--- config.mk ---
export PLATFORM = sky130hd
export DESIGN_NAME = ctrl_fsm
export DESIGN_NICKNAME = d
export VERILOG_FILES = /design/src/rtl/ctrl_fsm.sv
export SDC_FILE = /design/constraint.sdc
export NUM_CORES = 1
export LEC_CHECK = 0
export CAP_MARGIN = 20
export CORE_MARGIN = 3
export CORE_UTILIZATION = 42
export CTS_BUF_LIST = sky130_fd_sc_hd__clkbuf_4 sky130_fd_sc_hd__clkbuf_8
export DETAILED_ROUTE_END_ITERATION = 8
export PLACE_DENSITY = 0.93
export SLEW_MARGIN = 40
export SYNTH_ARGS = -nofsm -noshare
export SYNTH_HDL_FRONTEND = slang
export SYNTH_SLANG_ARGS = --single-unit
--- constraint.sdc ---
create_clock -name clk -period 3.7 [get_ports clk]
set_input_delay 0.925 -clock clk [delete_from_list [all_inputs] [get_ports clk]]
set_output_delay 0.925 -clock clk [all_outputs]
set_load 0.01 [all_outputs]
--- src/rtl/ctrl_fsm.sv ---
// Multi-cycle control sequencer for the 16-bit datapath: fetch, decode, execute
// and the external memory read/write handshake. Outputs are decoded from state and isr.
module ctrl_fsm #(
   parameter int unsigned WAIT_LIMIT = 0
) (
   input  logic        clk,
   input  logic        reset,
   input  logic [15:0] isr,
   input  logic        mem_rdy,
   output logic        mem_rd,
   output logic        mem_wr,
   output logic [2:0]  funsel,
   output logic [2:0]  rsel,
   output logic        lsp,
   output logic        lpc,
   output logic        lmdr,
   output logic        lmar,
   output logic        lisr,
   output logic        ly,
   output logic        wrr,
   output logic        spmar,
   output logic        pcmar,
   output logic        mdrz,
   output logic        mdrm,
   output logic        tr,
   output logic        tsp,
   output logic        tpc,
   output logic        tmdr,
   output logic        tisr,
   output logic        sflag,
   output logic        cc,
   output logic        halted
);

   localparam logic [2:0] FN_ADD   = 3'b000;
   localparam logic [2:0] FN_INC   = 3'b001;
   localparam logic [2:0] FN_DEC   = 3'b010;
   localparam logic [2:0] FN_PASSX = 3'b011;

   typedef enum logic [4:0] {
      S_F0, S_F1, S_F2, S_F3, S_DEC,
      S_B0, S_B1,
      S_A0, S_A1,
      S_P0, S_P1, S_P2,
      S_Q0, S_Q1, S_Q2, S_Q3,
      S_HALT
   } state_t;

   state_t      state;
   logic [31:0] wcnt;

   logic [3:0] opc;
   logic [2:0] rd_f;
   logic [2:0] rs_f;
   logic [2:0] op_f;
   logic       unused_isr;
   logic       req;
   logic       limit_hit;

   assign opc        = isr[15:12];
   assign rd_f       = isr[11:9];
   assign rs_f       = isr[8:6];
   assign op_f       = isr[2:0];
   assign unused_isr = ^isr[5:3];

   assign req       = (state == S_F1) || (state == S_Q1) || (state == S_P2);
   // Only meaningful on a cycle where the request is still waiting for mem_rdy.
   assign limit_hit = (WAIT_LIMIT != 0) && (wcnt == WAIT_LIMIT - 32'd1);

   always_ff @(posedge clk) begin
      if (reset) begin
         state <= S_F0;
         wcnt  <= '0;
      end else begin
         if (req) begin
            if (mem_rdy || limit_hit)
               wcnt <= '0;
            else if (WAIT_LIMIT != 0)
               wcnt <= wcnt + 32'd1;
         end

         case (state)
            S_F0:  state <= S_F1;
            S_F1: begin
               if (mem_rdy)
                  state <= S_F2;
               else if (limit_hit)
                  state <= S_HALT;
            end
            S_F2:  state <= S_F3;
            S_F3:  state <= S_DEC;
            S_DEC: begin
               case (opc)
                  4'h9:                state <= S_A0;
                  4'hA:                state <= S_P0;
                  4'hB:                state <= S_Q0;
                  4'hC, 4'hD, 4'hE:    state <= S_F0;
                  4'hF:                state <= S_HALT;
                  default:             state <= S_B0;
               endcase
            end
            S_B0:  state <= S_B1;
            S_B1:  state <= S_F0;
            S_A0:  state <= S_A1;
            S_A1:  state <= S_F0;
            S_P0:  state <= S_P1;
            S_P1:  state <= S_P2;
            S_P2: begin
               if (mem_rdy)
                  state <= S_F0;
               else if (limit_hit)
                  state <= S_HALT;
            end
            S_Q0:  state <= S_Q1;
            S_Q1: begin
               if (mem_rdy)
                  state <= S_Q2;
               else if (limit_hit)
                  state <= S_HALT;
            end
            S_Q2:  state <= S_Q3;
            S_Q3:  state <= S_F0;
            S_HALT: state <= S_HALT;
            default: state <= S_F0;
         endcase
      end
   end

   // Reset gates every strobe so a request in flight is dropped immediately.
   always_comb begin
      mem_rd = 1'b0;
      mem_wr = 1'b0;
      funsel = FN_ADD;
      rsel   = '0;
      lsp    = 1'b0;
      lpc    = 1'b0;
      lmdr   = 1'b0;
      lmar   = 1'b0;
      lisr   = 1'b0;
      ly     = 1'b0;
      wrr    = 1'b0;
      spmar  = 1'b0;
      pcmar  = 1'b0;
      mdrz   = 1'b0;
      mdrm   = 1'b0;
      tr     = 1'b0;
      tsp    = 1'b0;
      tpc    = 1'b0;
      tmdr   = 1'b0;
      tisr   = 1'b0;
      sflag  = 1'b0;
      cc     = 1'b0;
      halted = 1'b0;
      if (!reset) begin
         case (state)
            S_F0: begin
               pcmar = 1'b1;
               lmar  = 1'b1;
            end
            S_F1: begin
               mem_rd = 1'b1;
               mdrm   = 1'b1;
               lmdr   = 1'b1;
            end
            S_F2: lisr = 1'b1;
            S_F3: begin
               tpc    = 1'b1;
               funsel = FN_INC;
               lpc    = 1'b1;
            end
            S_B0: begin
               tisr = 1'b1;
               ly   = 1'b1;
            end
            S_B1: begin
               tpc    = 1'b1;
               funsel = FN_ADD;
               lpc    = 1'b1;
               cc     = 1'b1;
            end
            S_A0: begin
               tr   = 1'b1;
               rsel = rs_f;
               ly   = 1'b1;
            end
            S_A1: begin
               tr     = 1'b1;
               rsel   = rd_f;
               funsel = op_f;
               wrr    = 1'b1;
               sflag  = 1'b1;
            end
            S_P0: begin
               tsp    = 1'b1;
               funsel = FN_DEC;
               lsp    = 1'b1;
            end
            S_P1: begin
               spmar  = 1'b1;
               lmar   = 1'b1;
               tr     = 1'b1;
               rsel   = rd_f;
               funsel = FN_PASSX;
               mdrz   = 1'b1;
               lmdr   = 1'b1;
            end
            S_P2: mem_wr = 1'b1;
            S_Q0: begin
               spmar = 1'b1;
               lmar  = 1'b1;
            end
            S_Q1: begin
               mem_rd = 1'b1;
               mdrm   = 1'b1;
               lmdr   = 1'b1;
            end
            S_Q2: begin
               tmdr   = 1'b1;
               funsel = FN_PASSX;
               rsel   = rd_f;
               wrr    = 1'b1;
            end
            S_Q3: begin
               tsp    = 1'b1;
               funsel = FN_INC;
               lsp    = 1'b1;
            end
            S_HALT: halted = 1'b1;
            default: ;
         endcase
      end
   end

endmodule

==> metrics.log, run 1 <==
[metrics] clock power share: around 28%
[metrics] final std cells w/o fill: 186
[metrics] flip-flop count of the largest register, all copies and words added: 5
[metrics] Final Max Tran Viols: 0
[metrics] share of post-route cells with drive strength above 1: 13.7%
[metrics] # setup viols final: 0
[metrics] final weighted congestion of routability-driven global placement: 0.901
[metrics] Post CTS Setup Buffer Count: 0
[metrics] data arrival time of the critical path: 2.67 ns
[metrics] RSZ-0062 raised after global routing: false
[metrics] clock network latency to the later pin of the worst-skew pair: 0.25 ns
[metrics] slowest cell delay on critical path: ~0.59 ns
[metrics] buffer cell driving the clock tree root: sky130_fd_sc_hd__clkbuf_4
[metrics] hold_buf cts: 0
[metrics] maximum number of pins on one net before global-route repair: 23
[metrics] Starting DRT DRC Count: 36
[metrics] required time worst endpoint: 2.77 ns
[metrics] DIE HEIGHT: between 40 and 50 um
[metrics] number of vias per cell after detailed routing: 5.89
[metrics] slowest cell on the critical path: sky130_fd_sc_hd__clkdlybuf4s50_1
[metrics] maximum achievable frequency: 0.278 GHz
[metrics] Max Fanout on Critical Path: 5
[metrics] antenna violations before repair: 0
[metrics] count of distinct cell types in the synthesized netlist: 40
[metrics] Worst Setup Path Type: input pin to primary output
[metrics] nets: between 150 and 200
[metrics] sw frac: 36.1%
[metrics] yosys warns: 0
[metrics] Seq cells post-synth: 5
[metrics] result of the run: complete, no violations
[metrics] worst path bufs/invs: 3
[metrics] Final HPWL DP: 2030 um
[metrics] most frequent cell on the critical path: sky130_fd_sc_hd__clkdlybuf4s50_1
[metrics] count of antenna diodes in the layout: 0
[metrics] starting density of the core: 45.6%
[metrics] Die ar.: 0.00248 mm^2
[metrics] power share of the sequential group: 27.7%
[metrics] critical path endpoint category: primary output
[metrics] Worst setup SP type: input pin
[metrics] Final Routed Wirelength: 2710 um
[metrics] antenna-violating nets left: 0
[metrics] detail-routed net length per standard cell: about 15 um
[metrics] TNS Setup: 0 ns
[metrics] worst setup skew after layout: 0.000603 ns
[metrics] max_cap viols: 0
[metrics] pin slew with the least headroom to its limit: 0.791 ns
[metrics] maximum level of the CTS H-tree: 1
[metrics] Switching Power: 90.5 uW
[metrics] final worst-path cycle share: a little over nine tenths
[metrics] maximum number of buffers from clock root to sink: 2
[metrics] Fin. Hold Viols: 0
[metrics] worst hold margin: 0.687 ns
[metrics] cell taking the most area after synthesis: sky130_fd_sc_hd__dfxtp_1
[metrics] Post-synth top flop: sky130_fd_sc_hd__dfxtp_1
[metrics] list of cells traversed by the critical path: clkdlybuf4s50_1, nand2b_2, buf_4, nor3_1, clkdlybuf4s50_1
[metrics] Residual DRC: 0
[metrics] registers with the highest flip-flop counts: state (5)
[metrics] power per cell area: 200 mW/mm^2
[metrics] count of TritonRoute iterations in the first routing pass: 4
[metrics] sinks on the clock net: 5
[metrics] wire length of the first global-routing pass: 4500 um
[metrics] overflow left after global routing: 0
[metrics] average size of a mapped cell: 6.59 um^2
[metrics] worst min-delay path category: flop to flop
[metrics] TritonCTS Buffers: 3
[metrics] overall routing resource usage: roughly 23%
[metrics] Final Power: 251 uW
[metrics] Core Area: approximately 0.0018 mm^2
[metrics] fill cell instance count of the final layout: between 100 and 150
[metrics] register with the highest flop count: state
[metrics] number of enable flip-flop cells after synthesis: 0
[metrics] area added between synthesis and finish: 55.8%
[metrics] post-synthesis sequential area ratio: around 12%
[metrics] worst slew margin relative to its limit: 47.2%
[metrics] internal power summed over all cells: 160 uW
[metrics] clk slew on worst S/H paths: 0.04 ns
[metrics] cells after synthesis: approximately 120
[metrics] vias in the first global route: 1041
[metrics] Final min period: 3.60 ns
[metrics] mapped cell area: roughly 800 um^2
[metrics] total placed cells including tap cells: 182
[metrics] count of input and output buffers: 42
[metrics] static power due to leakage: 0.000478 uW
[metrics] main area contributors after synthesis: sky130_fd_sc_hd__dfxtp_1 12%, sky130_fd_sc_hd__nand2_1 7.5%, sky130_fd_sc_hd__nor2_1 7.5%
[metrics] die width: 49.8 um
[metrics] clock tree from TritonCTS: built
[metrics] post-synth top area share: 12.4%
[metrics] total via count after detailed routing: 1095
[metrics] kind of cell with the highest combined delay on the critical path: buffers and inverters
[metrics] number of I/O pins: 46
[metrics] FFs w/ async S/R, synth: 0%
[metrics] net count after synthesis: 141
[metrics] # rows: 15
[metrics] Peak VDD IR: 0.131 mV
[metrics] combinational share of power: 43.9%
==> cells by family after synthesis <==
group	count (synthesis)	synth area share, %
and+or+nand+nor	67	44.5
buffers and inverters	16	13.1
AOI/OAI and AO/OA	31	26.8
xor gates and xnor gates	3	3.27
DFF	5	12.4
==> power groups by stage <==
stage / Clock, uW / Combinational [uW] / Sequential (uW)
2_1_floorplan: 0 / 72.5 / 60.0
3_5_place_dp: 0 / 106 / 69.4
4_1_cts: 71.5 / 108 / 68.5
6_report: 71.4 / 110 / 69.4
5_1_grt: 74.9 / 119 / 70.5
3_3_place_gp: 0 / 103 / 69.2
==> cells in the mapped netlist, types with 3 or more instances <==
| master | n |
|---|---|
| sky130_fd_sc_hd__nand2_1 | 16 |
| sky130_fd_sc_hd__nor2_1 | 16 |
| sky130_fd_sc_hd__a21oi_1 | 9 |
| sky130_fd_sc_hd__buf_4 | 7 |
| sky130_fd_sc_hd__nand2b_1 | 6 |
| sky130_fd_sc_hd__nor3_1 | 6 |
| sky130_fd_sc_hd__dfxtp_1 | 5 |
| sky130_fd_sc_hd__a22oi_1 | 4 |
| sky130_fd_sc_hd__a21o_1 | 3 |
| sky130_fd_sc_hd__buf_2 | 3 |
| sky130_fd_sc_hd__inv_1 | 3 |
| sky130_fd_sc_hd__nand3_1 | 3 |
| sky130_fd_sc_hd__xor2_1 | 3 |
==> routing by layer <==
layer  part of all wire (%)  vias to the layer above  GRT usage [%]  wire length [um]
met5                      0                        -              0                 0
met3                     13                       12           5.44               341
li1                       -                      511              -                 -
met4                    3.2                        0           13.8                87
met2                     47                       89           39.6              1270
met1                     37                      483           24.3              1000
==> path summary, 6_finish.rpt <==
check / to / startpoint / slack (ns) / cells after the start
worst max register to register: state[3]$_SDFFE_PP0P_ / state[3]$_SDFFE_PP0P_ / 1.94 / 4
worst min-delay path: state[2]$_SDFFE_PP0P_ / state[1]$_SDFFE_PP0P_ / 0.69 / 4
worst min register to register: state[2]$_SDFFE_PP0P_ / state[1]$_SDFFE_PP0P_ / 0.69 / 4
worst max-delay path: tsp / reset / 0.10 / 5
==> worst reg2reg max path: cells and delay by family, from the launching register on <==
family / cells / cell delay (ns)
flip-flops: 1 / 0.81
AND/OR/NAND/NOR: 1 / 0.29
AO/OA/AOI/OAI: 3 / 0.57
==> what timing repair did <==
action                     4_1_cts  5_1_grt
setup endpoints to repair        0        3
resized for setup                0        3
hold endpoints to repair         0        0
==> cells in the final DEF, fill, tap and decap left out, types with 2 or more instances in the layout <==
master and n:
sky130_fd_sc_hd__a31oi_1 2, sky130_fd_sc_hd__nand3_1 3, sky130_fd_sc_hd__and3_1 2, sky130_fd_sc_hd__o21ai_1 2, sky130_fd_sc_hd__nor3_2 3, sky130_fd_sc_hd__nand3b_1 2, sky130_fd_sc_hd__a22oi_1 4, sky130_fd_sc_hd__buf_4 6
sky130_fd_sc_hd__xor2_1 3, sky130_fd_sc_hd__nand2_1 16, sky130_fd_sc_hd__clkbuf_4 4, sky130_fd_sc_hd__nor2_1 16, sky130_fd_sc_hd__nor3_1 4, sky130_fd_sc_hd__or2_1 2, sky130_fd_sc_hd__inv_1 3, sky130_fd_sc_hd__dfxtp_1 5
sky130_fd_sc_hd__nor4_1 2, sky130_fd_sc_hd__a21oi_1 9, sky130_fd_sc_hd__or2_2 2, sky130_fd_sc_hd__o21ai_0 2, sky130_fd_sc_hd__o22ai_1 2, sky130_fd_sc_hd__a21o_1 3, sky130_fd_sc_hd__nand2b_1 6, sky130_fd_sc_hd__clkdlybuf4s50_1 42
==> cell type report <==
| cell class | count | area, um^2 | share of cell area, % |
|---|---|---|---|
| multi-input combinational | 101 | 616 | 49.1 |
| timing repair buffer | 48 | 465 | 37.1 |
| sequential | 5 | 100 | 7.98 |
| tap | 25 | 31.3 | 2.50 |
| clock buffer | 4 | 30.0 | 2.40 |
| inverter | 3 | 11.3 | 0.898 |
==> through the flow <==
step                util [%]  worst slack [ns]  cell area (um^2)
finish                  71.1             0.101              1250
floorplan                  -             0.958               805
CTS                     70.1            0.0531              1240
detailed placement      68.4            0.0648              1210
global route            71.1          0.000231              1250
global placement        68.4             0.111              1210
Power figures use the tool's default switching activity.
==> run 2: changes to the inputs <==
CTS_CLUSTER_SIZE = 8   (was unset)
==> results of run 2 <==
Same layout as run 1: the final DEF is identical, and so are final timing and power.
